### config.mk
export PLATFORM = sky130hd
export DESIGN_NAME = axi_slave_wr_ctrl
export DESIGN_NICKNAME = d
export VERILOG_FILES = /design/src/rtl/axi_slave_wr_ctrl.sv
export SDC_FILE = /design/constraint.sdc
export NUM_CORES = 1
export LEC_CHECK = 0
export BUFFER_PORTS_ARGS = -buffer_cell sky130_fd_sc_hd__clkbuf_2
export CORE_ASPECT_RATIO = 0.75
export CORE_MARGIN = 2
export CORE_UTILIZATION = 49
export DETAILED_ROUTE_END_ITERATION = 10
export PLACE_DENSITY = 0.88
export SLEW_MARGIN = 20
export SYNTH_ARGS = -nofsm -noshare
export SYNTH_HDL_FRONTEND = slang
export SYNTH_SLANG_ARGS = --single-unit
### constraint.sdc
create_clock -name aclk -period 3.4 [get_ports aclk]
set_clock_uncertainty 0.15 [all_clocks]
set_input_delay 0.34 -clock aclk [delete_from_list [all_inputs] [get_ports aclk]]
set_output_delay 0.34 -clock aclk [all_outputs]
set_load 0.005 [all_outputs]
### src/rtl/axi_slave_wr_ctrl.sv
// AXI3 write slave: AW -> W beats -> B, one burst at a time, beats become byte-addressed SRAM writes.
// Latency: a W handshake appears on mem_we/mem_addr/mem_wdata/mem_wstrb one cycle later; all outputs are registered.
// Backpressure: W is never stalled; awready is low until one cycle after the B handshake. AXI_WR_PROTO_CHECK_EN enables wid/wlast/WRAP-length checks.
module axi_slave_wr_ctrl #(
    parameter int ADDR_W = 32,
    parameter int DATA_W = 32,
    parameter int ID_W   = 4
) (
    input  logic                  aclk,
    input  logic                  arst,
    input  logic [ID_W-1:0]       awid,
    input  logic [ADDR_W-1:0]     awaddr,
    input  logic [3:0]            awlen,
    input  logic [2:0]            awsize,
    input  logic [1:0]            awburst,
    input  logic                  awvalid,
    output logic                  awready,
    input  logic [ID_W-1:0]       wid,
    input  logic [DATA_W-1:0]     wdata,
    input  logic [DATA_W/8-1:0]   wstrb,
    input  logic                  wlast,
    input  logic                  wvalid,
    output logic                  wready,
    output logic [ID_W-1:0]       bid,
    output logic [1:0]            bresp,
    output logic                  bvalid,
    input  logic                  bready,
    output logic                  mem_we,
    output logic [ADDR_W-1:0]     mem_addr,
    output logic [DATA_W-1:0]     mem_wdata,
    output logic [DATA_W/8-1:0]   mem_wstrb
);
    localparam int NB     = DATA_W / 8;
    localparam int NB_LOG = $clog2(NB);

    typedef enum logic [1:0] {IDLE, DATA, RESP} state_t;

    state_t              state, state_n;
    logic [ID_W-1:0]     id_q, id_n;
    logic [ADDR_W-1:0]   addr_q, addr_n;
    logic [3:0]          len_q, len_n;
    logic [2:0]          size_q, size_n;
    logic [1:0]          burst_q, burst_n;
    logic                err_q, err_n;
    logic                aw_err_q, aw_err_n;
    logic [4:0]          cnt_q, cnt_n;

    logic                awready_n, wready_n, bvalid_n, mem_we_n;
    logic [ID_W-1:0]     bid_n;
    logic [1:0]          bresp_n;
    logic [ADDR_W-1:0]   mem_addr_n;
    logic [DATA_W-1:0]   mem_wdata_n;
    logic [NB-1:0]       mem_wstrb_n;

    logic [ADDR_W-1:0]   step, wrap_mask, addr_adv;
    logic                aw_err_c, wrap_len_err, beat_err, last_beat;

`ifdef AXI_WR_PROTO_CHECK_EN
    assign wrap_len_err = !(awlen inside {4'd1, 4'd3, 4'd7, 4'd15});
    assign beat_err     = (wid != id_q)
                        || (wlast && (cnt_q != {1'b0, len_q}))
                        || (cnt_q > {1'b0, len_q});
    assign last_beat    = wlast;
`else
    logic unused_proto;
    assign unused_proto = ^{wid, wlast};
    assign wrap_len_err = 1'b0;
    assign beat_err     = 1'b0;
    assign last_beat    = (cnt_q == {1'b0, len_q});
`endif

    assign aw_err_c = (awsize > 3'(NB_LOG))
                   || (awburst == 2'b11)
                   || ((awburst == 2'b10) && wrap_len_err);

    // WRAP stays inside the (len+1)<<size block the current address already sits in
    always_comb begin
        step      = ADDR_W'(1) << size_q;
        wrap_mask = (({{(ADDR_W-4){1'b0}}, len_q} + ADDR_W'(1)) << size_q) - ADDR_W'(1);
        case (burst_q)
            2'b00:   addr_adv = addr_q;
            2'b10:   addr_adv = (addr_q & ~wrap_mask) | ((addr_q + step) & wrap_mask);
            default: addr_adv = addr_q + step;
        endcase
    end

    always_comb begin
        state_n     = state;
        id_n        = id_q;
        addr_n      = addr_q;
        len_n       = len_q;
        size_n      = size_q;
        burst_n     = burst_q;
        err_n       = err_q;
        aw_err_n    = aw_err_q;
        cnt_n       = cnt_q;
        mem_we_n    = 1'b0;
        mem_addr_n  = mem_addr;
        mem_wdata_n = mem_wdata;
        mem_wstrb_n = mem_wstrb;

        case (state)
            IDLE: begin
                if (awvalid && awready) begin
                    id_n     = awid;
                    addr_n   = awaddr;
                    len_n    = awlen;
                    size_n   = awsize;
                    burst_n  = awburst;
                    err_n    = aw_err_c;
                    aw_err_n = aw_err_c;
                    cnt_n    = 5'd0;
                    state_n  = DATA;
                end
            end
            DATA: begin
                if (wvalid && wready) begin
                    mem_we_n    = !aw_err_q && !beat_err;
                    mem_addr_n  = addr_q & ~(step - ADDR_W'(1));
                    mem_wdata_n = wdata;
                    mem_wstrb_n = wstrb;
                    addr_n      = addr_adv;
                    err_n       = err_q | beat_err;
                    // saturate so a runaway burst keeps flagging beats beyond len
                    cnt_n       = (cnt_q == 5'd31) ? cnt_q : cnt_q + 5'd1;
                    if (last_beat)
                        state_n = RESP;
                end
            end
            RESP: begin
                if (bvalid && bready)
                    state_n = IDLE;
            end
            default: state_n = IDLE;
        endcase

        awready_n = (state_n == IDLE);
        wready_n  = (state_n == DATA);
        bvalid_n  = (state_n == RESP);
        bid_n     = (state_n == RESP) ? id_n : '0;
        bresp_n   = (state_n == RESP) ? {err_n, 1'b0} : 2'b00;
    end

    always_ff @(posedge aclk) begin
        if (arst) begin
            state     <= IDLE;
            id_q      <= '0;
            addr_q    <= '0;
            len_q     <= '0;
            size_q    <= '0;
            burst_q   <= '0;
            err_q     <= 1'b0;
            aw_err_q  <= 1'b0;
            cnt_q     <= '0;
            awready   <= 1'b0;
            wready    <= 1'b0;
            bvalid    <= 1'b0;
            bid       <= '0;
            bresp     <= '0;
            mem_we    <= 1'b0;
            mem_addr  <= '0;
            mem_wdata <= '0;
            mem_wstrb <= '0;
        end else begin
            state     <= state_n;
            id_q      <= id_n;
            addr_q    <= addr_n;
            len_q     <= len_n;
            size_q    <= size_n;
            burst_q   <= burst_n;
            err_q     <= err_n;
            aw_err_q  <= aw_err_n;
            cnt_q     <= cnt_n;
            awready   <= awready_n;
            wready    <= wready_n;
            bvalid    <= bvalid_n;
            bid       <= bid_n;
            bresp     <= bresp_n;
            mem_we    <= mem_we_n;
            mem_addr  <= mem_addr_n;
            mem_wdata <= mem_wdata_n;
            mem_wstrb <= mem_wstrb_n;
        end
    end
endmodule

; Yosys cells after proc, flatten, opt, wreduce, memory -nomap -nowiden
; Cells that the tools add are included.
[totals]
reg_bits = 132
input_bits = 91
output_inout_bits = 78
word_cells = 80
[classes]
addsub = 5
n_lt_le_gt_ge = 1
eq_ne = 12
shift = 2
n_mux = 17
bitwise_logic = 9
n_reduce_logical = 15
[ops]
columns = op, count
row1 = $pmux W32 S2, 2
row2 = $and A32 B32 Y32, 3
row3 = $mux W32, 2
row4 = $not A32 Y32, 2
row5 = $sub A32 B1 Y32 const B, 2
row6 = $add A32 B32 Y32, 1
row7 = $or A32 B32 Y32, 1
row8 = $shl A1 B3 Y32 const A, 1
row9 = $shl A5 B3 Y32, 1
row10 = $mux W5, 3
row11 = $pmux W5 S2, 1
row12 = $eq A2 B2 Y1 const B, 4
row13 = $mux W2, 4
row14 = $mux W4, 2
row15 = $ne A2 B2 Y1 const B, 4
row16 = $reduce_and A4 Y1, 2
row17 = $logic_not A2 Y1, 3
row18 = $pmux W2 S3, 1
row19 = $add A4 B1 Y5 const B, 1
row20 = $add A5 B1 Y5 const B, 1
row21 = $eq A5 B4 Y1, 1
row22 = $eq A5 B5 Y1 const B, 1
row23 = $eq A2 B1 Y1 const B, 2
row24 = $reduce_and A2 Y1, 2
row25 = 9 further kinds, 14

; Longest topological paths before layout
[depth]
ltp_word = 9
depth_mapped = 14
depth_no_buf = 12

; Worst setup path after synthesis
; OpenSTA, ideal clock, no wires.
[synth_timing]
path_kind = reg-to-reg
start = register size_q[0]
end = register (tool-made name)
setup_time_ps = 60
t_arrival_ps = 3033
setup_slack_ps = 157
path_stages_with_launch = 15
n_path_buf = 2
path_cell_list = dfxtp_1 buf_2 buf_1 nor3_1 ha_1 inv_1 fa_1 nor2b_1 o21a_1 o21ai_0 a21oi_1 nand2_1 or3_1 a21oi_1 a32o_1
[synth_rtl]
columns = item, line
row1 = from (decl), 42  ; logic [2:0] size_q, size_n;
row2 = from (signal assigned), 169  ; size_q <= size_n;

==> results.cfg <==
[drt]
vias = 7166
drt-wirelength-per-cell_um = 16.9
drtAntennaViolNets = 0
first_iter_violations = 682
drc_errors = 0
totalWireLength_um = 20800
dr.pass1.iters = 5
vias_per_cell = 5.83

[timing]
fmax_ghz = 0.310
worst_hold_slack_ns = 0.00108
tns_ns = 0
grt_setup_unrepaired = true
min_period_over_period_pct = 94.8
slew_violations = 0
fin_crit_ns = 3.22
maxSlewHeadroom_pct = 37.0
finalSetupViolations = 0
tightestPinTransition_ns = 0.942
hold_viol = 0
fin_ws_ns = 0.177

[synth]
synth_area_per_cell_um2 = 7.78
synth.most_common_cell = nand2_1
synth_top_area_share_pct = 38.7
yosys-top-cells-area = dfxtp_1 (39%), nand2_1 (9.6%), a21oi_1 (7.2%)
synthesis.nets = 977
synth-seq-area-share_pct = 38.7
synth_edf_count = 0
synth_top_cell_by_area = dfxtp_1
synth_fa_ha_area_share_pct = 3.07
synth-main-ff-cell = dfxtp_1
syn_area_mm2 = 0.00677
syn_inst = 870
synthSimpleGateAreaFrac_pct = 24.2
synth_compound_area_share_pct = 24.9
synthMuxAreaShare_pct = 0.887
ys_ff_latch = 131
synth.distinct_cells = 80
synth-xor-area-share_pct = 3.12
ys_async_sr_fraction_pct = 0
synth_top_family_by_area = compound AO/OA/AOI/OAI gates
yosys_warnings = 0
yosys-top-cells-count = nand2_1 (174), dfxtp_1 (131), a21oi_1 (97)

[floorplan]
dieArea_mm2 = 0.0148
fp.coreArea_mm2 = 0.0136
start_util_pct = 49.8
dieWidth_um = 140
rows = 37
die_h_um = 106
io_pins = 169

[finish]
final.fill_count = 1167
diodes = 0
area_delta_synth_final_pct = 28.1
drive_gt1_share_pct = 22.7
finalInstanceArea_mm2 = 0.00867
fin_nets = 1149

[power_and_ir_drop]
p_int_w = 0.00316
p_switching_w = 0.00103
p_seq_share_pct = 39.0
power_density_mw_per_mm2 = 484
clkPwrFrac_pct = 48.3
peakVddDrop_uv = 389
power_frac_comb_pct = 12.6
switching_share_pct = 24.7
p_leak_nw = 3.59

[clock_tree]
numCtsBuffers = 17
post_cts_buffers = 0
clock_sinks = 131
cts_tree = done
htree_levels = 4
clock_latency_ns = 0.41
root_buffer = clkbuf_16
clockBufferDepth = 2
clkTransAtPathRegs_ns = 0.06

[grt]
use_met1_pct = 37.9
antenna_found_initial = 0
grt-ovfl-total = 0
grt_pass1_wl_um = 32800
grt_max_degree = 110
globalRoute.busiestLayer = met2
use_met2_pct = 40.9
grt_util_met3_pct = 8.95
gr-usage-all-layers_pct = 27.4
grt_pass1_vias = 6572

[run]
cap_violations = 0

[worst_setup_path]
critPathLaunchType = flip-flop
arrival_ns = 3.40
cp-end-kind = flip-flop
cp.required_ns = 3.58
reg2reg_depth = 12
critPathKind = reg -> reg
r2r_slack_ns = 0.18
crit_fanout = 14
rr_startpoint = size_q[1]

[status]
status = finished clean

[placed_design]
place_congestion = 0.953
hpwl_um = 13800
place_ws_ns = 0.161
dpl-instance-area_mm2 = 0.00775
io_buffers = 162

[hold_path]
worstHoldEndpoint = len_q[1]
min_path_type = in -> reg
hold_path_depth = 3
hold_start = awlen[1]
==> through the flow <==
stage	power, W	util (%)	instances
global placement	0.00214	56.9	1172
detailed placement	0.00216	56.9	1172
floorplan	0.00199	-	870
CTS	0.00419	63.4	1226
global route	0.00435	63.7	1229
finish	0.00420	63.7	1229
==> placed cells by master, fill, tap and decap left out, types with 9 or more instances in the layout <==
cell type / netlist / final
nand4_1: 9 / 9
a22oi_1: 18 / 18
nand2_1: 174 / 174
a31oi_1: 9 / 9
inv_1: 18 / 18
dfxtp_1: 131 / 131
xnor2_1: 13 / 13
nor3_1: 23 / 23
and3_1: 13 / 12
clkbuf_2: 0 / 161
ha_1: 15 / 13
nand3_1: 21 / 20
nand2b_1: 10 / 10
o21ai_0: 18 / 18
clkbuf_16: 0 / 17
nor2_1: 79 / 79
a21oi_1: 97 / 96
buf_4: 5 / 26
a211oi_1: 12 / 12
dlygate4sd3_1: 0 / 26
==> critical path: stages (launching register included) <==
cell      delay (ns)
dfxtp_1         0.32
buf_4           0.20
buf_4           0.19
nand2b_1        0.21
nor2_1          0.07
ha_1            0.33
nand4_1         0.17
a21oi_1         0.31
or2_2           0.24
and2_1          0.24
a22oi_1         0.09
or3_1           0.35
a221oi_2        0.26
==> power groups by stage <==
| stage | combinational [W] | clock [W] | sequential [W] |
|---|---|---|---|
| after floorplan | 0.000342 | 0 | 0.00165 |
| after global placement | 0.000479 | 0 | 0.00166 |
| after detailed placement | 0.000488 | 0 | 0.00167 |
| after CTS | 0.000514 | 0.00204 | 0.00164 |
| after global routing | 0.000578 | 0.00213 | 0.00164 |
| final | 0.000530 | 0.00203 | 0.00164 |
==> cell families (layout without fill, tap and decap cells) <==
family                   count (synthesis)  after routing
buffers and inverters                   80            264
multiplexers                             6              6
adder cells (fa/ha/maj)                 16             16
AO/OA/AOI/OAI                          249            249
other                                    1              1
XOR/XNOR                                22             22
flip-flops                             131            131
AND/OR/NAND/NOR                        365            365
==> cell type report <==
| cell class | count | area [um^2] | area share, % |
|---|---|---|---|
| well taps | 175 | 219 | 2.52 |
| inverters | 19 | 71.3 | 0.822 |
| repair buffers | 214 | 1280 | 14.8 |
| multi-input cells | 659 | 3830 | 44.1 |
| flip-flops and latches | 131 | 2620 | 30.2 |
| clock inverters | 9 | 176 | 2.03 |
| clock buffers | 22 | 474 | 5.47 |
==> timing repair <==
action	in CTS	in global routing
endpoints found under the hold margin	23	3
gates resized for setup	0	4
setup endpoints to repair	0	11
hold buffers	23	3
==> worst max-delay path by stage <==
stage	slack (ns)	endpoint	startpoint
6_report	0.18	flip-flop	size_q[1]
5_1_grt	0.002	flip-flop	size_q[0]
4_1_cts	0.12	flip-flop	size_q[0]
3_5_place_dp	0.16	flip-flop	size_q[0]
3_3_place_gp	0.23	flip-flop	size_q[0]
2_1_floorplan	0.16	flip-flop	size_q[0]
==> per-layer routing <==
metal  up-vias  wire, um
li1       3438         -
met1      3282      9050
met2       405      9110
met3        41      2260
met4         0       372
met5         -         0
No activity file was read; power rests on OpenSTA's default activity.
